<file path="config.mk">
export PLATFORM = sky130hd
export DESIGN_NAME = cmd_comm
export DESIGN_NICKNAME = d
export VERILOG_FILES = /design/src/rtl/scope_pkg.sv /design/src/rtl/uart_rx_byte.sv /design/src/rtl/cmd_comm.sv
export SDC_FILE = /design/constraint.sdc
export NUM_CORES = 1
export LEC_CHECK = 0
export ABC_AREA = 1
export CORE_ASPECT_RATIO = 2
export CORE_MARGIN = 5
export CORE_UTILIZATION = 40
export DETAILED_ROUTE_END_ITERATION = 16
export PLACE_DENSITY = 0.63
export SLEW_MARGIN = 20
export SYNTH_ARGS = -nofsm -noshare
export SYNTH_HDL_FRONTEND = slang
export SYNTH_HIERARCHICAL = 1
export SYNTH_SLANG_ARGS = --single-unit
</file>
<file path="constraint.sdc">
create_clock -name clk -period 4.1 [get_ports clk]
set_input_delay 0.82 -clock clk [delete_from_list [all_inputs] [get_ports clk]]
set_output_delay 0.82 -clock clk [all_outputs]
set_load 0.01 [all_outputs]
</file>
<file path="src/rtl/scope_pkg.sv">
// scope_pkg: shared FSM state types and command opcodes for the scope digital core
package scope_pkg;
  typedef enum logic [1:0] {RX_IDLE, RX_START, RX_DATA, RX_STOP} rx_state_t;
  typedef enum logic [1:0] {TX_IDLE, TX_START, TX_DATA, TX_STOP} tx_state_t;
  localparam logic [7:0] DUMP_CH    = 8'h01;
  localparam logic [7:0] CFG_GAIN   = 8'h02;
  localparam logic [7:0] TRIG_LVL   = 8'h03;
  localparam logic [7:0] TRIG_POS   = 8'h04;
  localparam logic [7:0] SET_DEC    = 8'h05;
  localparam logic [7:0] TRIG_CFG   = 8'h06;
  localparam logic [7:0] CFG_OFFSET = 8'h07;
  localparam logic [7:0] EEP_WR     = 8'h08;
  localparam logic [7:0] EEP_RD     = 8'h09;
endpackage

</file>
<file path="src/rtl/uart_rx_byte.sv">
// uart_rx_byte: synchronised 8N1 receiver producing one byte per valid stop bit
module uart_rx_byte import scope_pkg::*; #(
  parameter int BAUD_DIV = 347
) (
  input  logic       clk,
  input  logic       rst_n,
  input  logic       RX,
  output logic [7:0] rx_data,
  output logic       rx_valid,
  output logic       rx_ferr
);
  rx_state_t   state;
  logic        rx_meta, rx_s, rx_d;
  logic [11:0] cnt;
  logic [2:0]  bit_idx;
  logic [7:0]  sh;
  logic        tick;
  assign tick = cnt == 12'd1;
  always_ff @(posedge clk or negedge rst_n)
    if (!rst_n) begin
      state    <= RX_IDLE;
      rx_meta  <= 1'b1;
      rx_s     <= 1'b1;
      rx_d     <= 1'b1;
      cnt      <= 12'd0;
      bit_idx  <= 3'd0;
      sh       <= 8'd0;
      rx_data  <= 8'd0;
      rx_valid <= 1'b0;
      rx_ferr  <= 1'b0;
    end else begin
      rx_meta  <= RX;
      rx_s     <= rx_meta;
      rx_d     <= rx_s;
      rx_valid <= 1'b0;
      rx_ferr  <= 1'b0;
      if (state != RX_IDLE) cnt <= tick ? 12'(BAUD_DIV) : cnt - 12'd1;
      case (state)
        RX_IDLE:
          if (rx_d && !rx_s) begin
            state <= RX_START;
            cnt   <= 12'(BAUD_DIV / 2);
          end
        RX_START:
          if (tick) begin
            state   <= rx_s ? RX_IDLE : RX_DATA;
            bit_idx <= 3'd0;
          end
        RX_DATA:
          if (tick) begin
            sh      <= {rx_s, sh[7:1]};
            bit_idx <= bit_idx + 3'd1;
            if (bit_idx == 3'd7) state <= RX_STOP;
          end
        RX_STOP:
          if (tick) begin
            rx_data  <= sh;
            rx_valid <= rx_s;
            rx_ferr  <= !rx_s;
            state    <= RX_IDLE;
          end
      endcase
    end
endmodule

</file>
<file path="src/rtl/cmd_comm.sv">
// cmd_comm: host UART link assembling 24-bit commands and sending 1-byte responses
module cmd_comm import scope_pkg::*; #(
  parameter int BAUD_DIV = 347
) (
  input  logic        clk,
  input  logic        rst_n,
  input  logic        RX,
  output logic        TX,
  output logic [23:0] cmd,
  output logic        cmd_rdy,
  input  logic        clr_cmd_rdy,
  input  logic [7:0]  resp_data,
  input  logic        send_resp,
  output logic        resp_sent,
  output logic        frame_err
);
  logic [7:0]  rx_data;
  logic        rx_valid;
  logic [1:0]  byte_cnt;
  tx_state_t   tx_state;
  logic [11:0] tx_cnt;
  logic [2:0]  tx_bit;
  logic [7:0]  tx_sh;
  logic        tx_tick;
  assign tx_tick = tx_cnt == 12'd1;
  uart_rx_byte #(.BAUD_DIV(BAUD_DIV)) u_rx (
    .clk     (clk),
    .rst_n   (rst_n),
    .RX      (RX),
    .rx_data (rx_data),
    .rx_valid(rx_valid),
    .rx_ferr (frame_err)
  );
  always_ff @(posedge clk or negedge rst_n)
    if (!rst_n) begin
      cmd      <= 24'd0;
      cmd_rdy  <= 1'b0;
      byte_cnt <= 2'd0;
    end else begin
      if (clr_cmd_rdy) cmd_rdy <= 1'b0;
      if (frame_err) byte_cnt <= 2'd0;
      else if (rx_valid && !cmd_rdy) begin
        cmd      <= byte_cnt == 2'd0 ? {rx_data, cmd[15:0]} :
                    byte_cnt == 2'd1 ? {cmd[23:16], rx_data, cmd[7:0]} : {cmd[23:8], rx_data};
        byte_cnt <= byte_cnt == 2'd2 ? 2'd0 : byte_cnt + 2'd1;
        if (byte_cnt == 2'd2) cmd_rdy <= 1'b1;
      end
    end
  always_ff @(posedge clk or negedge rst_n)
    if (!rst_n) begin
      tx_state  <= TX_IDLE;
      TX        <= 1'b1;
      tx_cnt    <= 12'd0;
      tx_bit    <= 3'd0;
      tx_sh     <= 8'd0;
      resp_sent <= 1'b0;
    end else begin
      resp_sent <= 1'b0;
      if (tx_state != TX_IDLE) tx_cnt <= tx_tick ? 12'(BAUD_DIV) : tx_cnt - 12'd1;
      case (tx_state)
        TX_IDLE:
          if (send_resp) begin
            tx_sh    <= resp_data;
            TX       <= 1'b0;
            tx_cnt   <= 12'(BAUD_DIV);
            tx_state <= TX_START;
          end
        TX_START:
          if (tx_tick) begin
            TX       <= tx_sh[0];
            tx_sh    <= tx_sh >> 1;
            tx_bit   <= 3'd0;
            tx_state <= TX_DATA;
          end
        TX_DATA:
          if (tx_tick) begin
            TX     <= tx_bit == 3'd7 ? 1'b1 : tx_sh[0];
            tx_sh  <= tx_sh >> 1;
            tx_bit <= tx_bit + 3'd1;
            if (tx_bit == 3'd7) tx_state <= TX_STOP;
          end
        TX_STOP:
          if (tx_tick) begin
            resp_sent <= 1'b1;
            tx_state  <= TX_IDLE;
          end
      endcase
    end
endmodule
</file>
== Word level (Yosys, flattened, before mapping) ==
Index checks and enable logic that the tools add are counted.

* Register bits: 92
* Bits of input ports: 13
* Output and inout port bits: 28

* Add/sub/neg operators: 5
* Equal/unequal tests: 23
* Muxes and demuxes: 50
* Bitwise operators: 3
* Reduce and logical (&&, ||, !) cells: 26

{| class="wikitable"
|+ Operators by type and width
! operator !! number
|-
| $mux 12 || 8
|-
| $mux 2 || 14
|-
| $eq 12x1->1 const B || 2
|-
| $mux 24 || 1
|-
| $sub 12x1->12 const B || 2
|-
| $mux 16 || 1
|-
| $mux 8 || 2
|-
| $pmux 2 s4 || 2
|-
| $pmux 8 s2 || 1
|-
| $mux 1 || 14
|-
| $mux 3 || 4
|-
| $ne 2x1->1 const B || 6
|-
| $pmux 3 s2 || 2
|-
| $reduce_and 3->1 || 4
|-
| $reduce_and 4->1 || 3
|-
| $reduce_bool 2->1 || 6
|-
| $eq 2x2->1 const B || 5
|-
| $ne 2x2->1 const B || 5
|-
| $reduce_and 5->1 || 2
|-
| $add 3x1->3 const B || 2
|-
| $eq 2x1->1 const B || 3
|-
| $eq 3x3->1 const B || 2
|-
| $logic_not 2->1 || 3
|-
| $reduce_and 2->1 || 2
|-
| other kinds (7) || 11
|}

== Logic depth before layout (Yosys ltp) ==
* Depth after elaboration: 5
* Mapped depth: 11
* Depth with buffers taken out: 9

== By module ==
The synthesis kept the hierarchy.

{| class="wikitable"
|+ Modules (own cells, without submodules)
! module !! instances !! cells an instance !! area an instance (sq um) !! seq. area each (sq um)
|-
| cmd_comm || 1 || 297 || 2653.8 || 1352.5
|-
| uart_rx_byte || 1 || 222 || 1878.1 || 954.7
|}

== Least setup slack after synthesis ==
OpenSTA, ideal clock, no wires.

* Path kind: register to register
* Start: register tx_state[0]
* End: register tx_sh[5]
* Data arrival time: 1.443 ns
* Path slack: 2.535 ns
* Cell stages (with the launch flop): 10
* Path buffers: 2
* Cell sequence: dfrtp_1 inv_1 ha_1 buf_4 inv_1 o21ai_4 nand2_4 buf_6 nand2_2 o21ai_2

* Cells in the longest elaborated chain, start to end: 4

{| class="wikitable"
|+ Ends and longest elaborated chain
! element !! line !! source
|-
| start, declared || cmd_comm.sv:20 || <nowiki>tx_state_t tx_state;</nowiki>
|-
| start signal, assigned || cmd_comm.sv:51 || <nowiki>tx_state <= TX_IDLE;</nowiki>
|-
| start signal, assigned || cmd_comm.sv:66 || <nowiki>tx_state <= TX_START;</nowiki>
|-
| start signal, assigned || cmd_comm.sv:73 || <nowiki>tx_state <= TX_DATA;</nowiki>
|-
| $eq 2x2->1 / $eq 2x1->1 (equally long branches) || cmd_comm.sv:60 || <nowiki>case (tx_state)</nowiki>
|-
| $reduce_or 2->1 (no line) || -- ||
|-
| $ne 2x1->1 (no line) / $reduce_bool 2->1 (equally long branches) || -- ||
|-
| $reduce_and 3->1 (no line) || -- ||
|-
| end signal, assigned || cmd_comm.sv:63 || <nowiki>tx_sh <= resp_data;</nowiki>
|-
| end signal, assigned || cmd_comm.sv:71 || <nowiki>tx_sh <= tx_sh >> 1;</nowiki>
|-
| end signal, assigned || cmd_comm.sv:78 || <nowiki>tx_sh <= tx_sh >> 1;</nowiki>
|-
| end, declared || cmd_comm.sv:23 || <nowiki>logic [7:0] tx_sh;</nowiki>
|}

Parallel ways exist; a longest one is shown, timed or not.
A chain may end at the register's enable or synchronous reset.

== Worst setup path after layout ==
* Start: register TX
* End: output port TX

{| class="wikitable"
|+ RTL lines
! element !! line !! source
|-
| start, declared || cmd_comm.sv:8 || <nowiki>output logic TX,</nowiki>
|-
| start signal, assigned || cmd_comm.sv:70 || <nowiki>TX <= tx_sh[0];</nowiki>
|-
| start signal, assigned || cmd_comm.sv:77 || <nowiki>TX <= tx_bit == 3'd7 ? 1'b1 : tx_sh[0];</nowiki>
|}

No word-level cell between the ends.

==> results_dict.tcl <==
set metrics [dict create \
    status "complete, no violations" \
    ys_warn_count 6 \
    ir_drop_mv 0.2710 \
    numCtsBuffers 9 \
    first_global_vias 3629 \
    cts_resized 0 \
    synthToLayoutAreaGrowth_pct 17.42 \
    rows 55 \
    n_antenna_cell 0 \
    crit_family "flip-flops" \
    chipWidth_um 85.27 \
    fill_cells 1074 \
    fin_area_um2 5321 \
    p_int_uw 1860 \
    dp.cells 692 \
    crit_arrival_ns 1.39 \
    mostFrequentLayoutCell "nand2_1" \
    setup_ws_ns 1.888 \
    setup_violations 0 \
    synth.net_count 544 \
    period_share_pct 53.95 \
    clock_skew_ns 0.01035 \
    viasPerCell 4.894 \
    synth_seq_area_share_pct 50.91 \
    core_um2 11220 \
    worst_setup_path_end_kind "primary output" \
    hold_class "reg2reg" \
    nets 586 \
    cp_num_buf_inv 1 \
    multiInputGateArea_um2 1888 \
    cts_tree "built" \
    synthFlopType "dfrtp_1" \
    drive_gt1_share_pct 12.37 \
    p_leak_uw 0.002465 \
    antenna_found_initial 0 \
    pwr-share-clk_pct 25.8 \
    critPathMaxStageDelay_ns 0.53 \
    synth_seq_cells 92 \
    cts_buffer_depth 2 \
    clock-root-buffer "clkbuf_16" \
    critPathSlowestCell "dfstp_2" \
    cts_sinks 92 \
    start_util_pct 40.40 \
    final_hold_viol_count 0 \
    ios 41 \
    drc 0 \
    vias 3465 \
    relSlewSlack_pct 60.00 \
    worstSkewPairLatency_ns 0.34 \
    drv_cap 0 \
    tns_ns 0 \
    die_area_um2 13690 \
    p_sw_uw 1232 \
    synth_xor_area_share_pct 1.160 \
    drt_iter0_drc 182 \
    crit_chain "clkdlybuf4s50_1" \
    final_cells 708 \
    tightest_slew_ns 0.5983 \
    register_area_um2 2307 \
    port_buffers 40 \
    async_flop_share_pct 100.0 \
    gp_congestion 0.9019 \
    synthAdderAreaFrac_pct 3.313 \
    comb_power_share_pct 34.8 \
    synth_edf_count 0 \
    postSynthAreaPerCell_um2 8.732 \
    yosys.area_share.simple_pct 25.18 \
    grt_first_pass_wirelength_um 16620 \
    grt-ovfl-total 0 \
    place_hpwl_um 7192 \
    power_per_cell_area_nw_per_um2 581.1 \
    firstDrtPassIters 4 \
    critPathKind "reg2out" \
    synth_top_family_by_area "simple AND/OR/NAND/NOR gates" \
    slew_violations 0 \
    yosys.cell_types.count 35 \
    rsz0062_at_grt "no" \
    seqPwrFrac_pct 39.4 \
    cts_hold_buf 0 \
    switching_share_pct 39.86 \
    synthMuxAreaShare_pct 1.546 \
    grt_max_degree 46 \
    required_ns 3.28 \
    synth_compound_area_share_pct 10.46 \
    clkTransAtPathRegs_ns 0.07 \
    syn_area_um2 4532 \
    postCtsSetupRepairBufs 0 \
    ant_nets 0 \
    htreeDepth 3 \
    wl_per_cell_um 13.58 \
    track_usage_pct 15.06 \
    synth_cells 519 \
    fmax_ghz 0.4521 \
    die_height_um 160.5 \
    period_needed_ns 2.212 \
    p_total_uw 3092 \
    mostFrequentLayoutCells "nand2_1, dfrtp_1, inv_1, o21ai_0, clkdlybuf4s50_1" \
    cp_max_fo 2 \
    wirelength_um 9616 \
    start_kind "flip-flop" \
    placed_cell_area_um2 5032 \
    preCtsSetupSlack_ns 1.958 \
]
[power groups by stage]
| stage | Sequential (µW) | Clock, µW | Combinational [µW] |
|---|---|---|---|
| CTS | 1210 | 825 | 1090 |
| detailed placement | 1230 | 0 | 1080 |
| global placement | 1230 | 0 | 1060 |
| global route | 1240 | 868 | 1230 |
| floorplan | 1180 | 0 | 928 |
| finish | 1220 | 799 | 1080 |
[per-layer routing]
layer | vias up | track usage, % | wire [µm]
li1 | 1744 | - | -
met1 | 1642 | 15.57 | 3647
met2 | 59 | 28.26 | 5397
met3 | 20 | 2.464 | 301
met4 | 0 | 7.637 | 269
met5 | - | 0 | 0
[Yosys cell counts, types with 3 or more instances]
master | instances | area (µm²)
nand2_1 | 139 | 521.8
dfrtp_1 | 88 | 2202
inv_1 | 63 | 236.5
o21ai_0 | 40 | 200.2
nand3_1 | 34 | 170.2
nor2_1 | 31 | 116.4
o21ai_2 | 17 | 148.9
ha_1 | 12 | 150.1
nand2_2 | 8 | 50.05
nor3_1 | 8 | 40.04
o21ai_1 | 8 | 40.04
mux2i_1 | 7 | 70.07
nor2_2 | 7 | 43.79
a21oi_1 | 6 | 30.03
nand4_1 | 6 | 37.54
buf_6 | 5 | 56.30
nor2_4 | 5 | 56.30
o22ai_1 | 5 | 31.28
dfstp_2 | 4 | 105.1
xnor2_1 | 4 | 35.03
nand2_4 | 3 | 33.78
nand3_2 | 3 | 30.03
[per-stage QoR]
| stage | utilization, % | hold WS, ns |
|---|---|---|
| finish | 47.44 | 0.3582 |
| global route | 47.44 | 0.3689 |
| CTS | 47.44 | 0.3594 |
| detailed placement | 44.86 | 0.3491 |
| global placement | 44.86 | 0.3457 |
| floorplan | - | 0.3452 |
[final timing paths]
check	start	end	slack, ns	cells after the start
worst max register to register	tx_state[0]	tx_sh[3]	2.18	7
worst max-delay path	TX	TX	1.89	1
max in group asynchronous	rst_n	u_rx/rx_meta	2.76	2
worst min register to register	u_rx/rx_meta	u_rx/rx_s	0.36	0
min in group asynchronous	rst_n	tx_cnt[4]	0.48	1
worst min-delay path	u_rx/rx_meta	u_rx/rx_s	0.36	0
[kinds of logic after synthesis]
kind of cell	Yosys count
xor gates and xnor gates	6
buffers and inverters	76
DFF	92
and+or+nand+nor	248
muxes	7
adders and majority gates	12
AOI/OAI and AO/OA	78
[state kept, by name, summed over array words and instances, names as in the netlist, named ones only]
| signal | count |
|---|---|
| u_rx/cnt | 12 |
| u_rx/rx_data | 8 |
| tx_cnt | 12 |
| u_rx/rx_d | 1 |
| u_rx/rx_valid | 1 |
| byte_cnt | 2 |
| u_rx/bit_idx | 3 |
| tx_bit | 3 |
| u_rx/sh | 8 |
| TX | 1 |
| u_rx/rx_meta | 1 |
| u_rx/state | 1 |
| u_rx/rx_ferr | 1 |
| tx_state | 2 |
| tx_sh | 8 |
| u_rx/rx_s | 1 |
| resp_sent | 1 |
| cmd | 24 |
| cmd_rdy | 1 |
[layout make-up]
cell class	instances	share of cell area (%)
Clock buffer	9	4.232
Clock inverter	7	1.199
Inverter	65	4.632
Multi-Input combinational cell	351	35.48
Sequential cell	92	43.36
Tap cell	142	3.339
Timing Repair Buffer	42	7.759
Note: power is estimated with default switching activity, not from simulation.
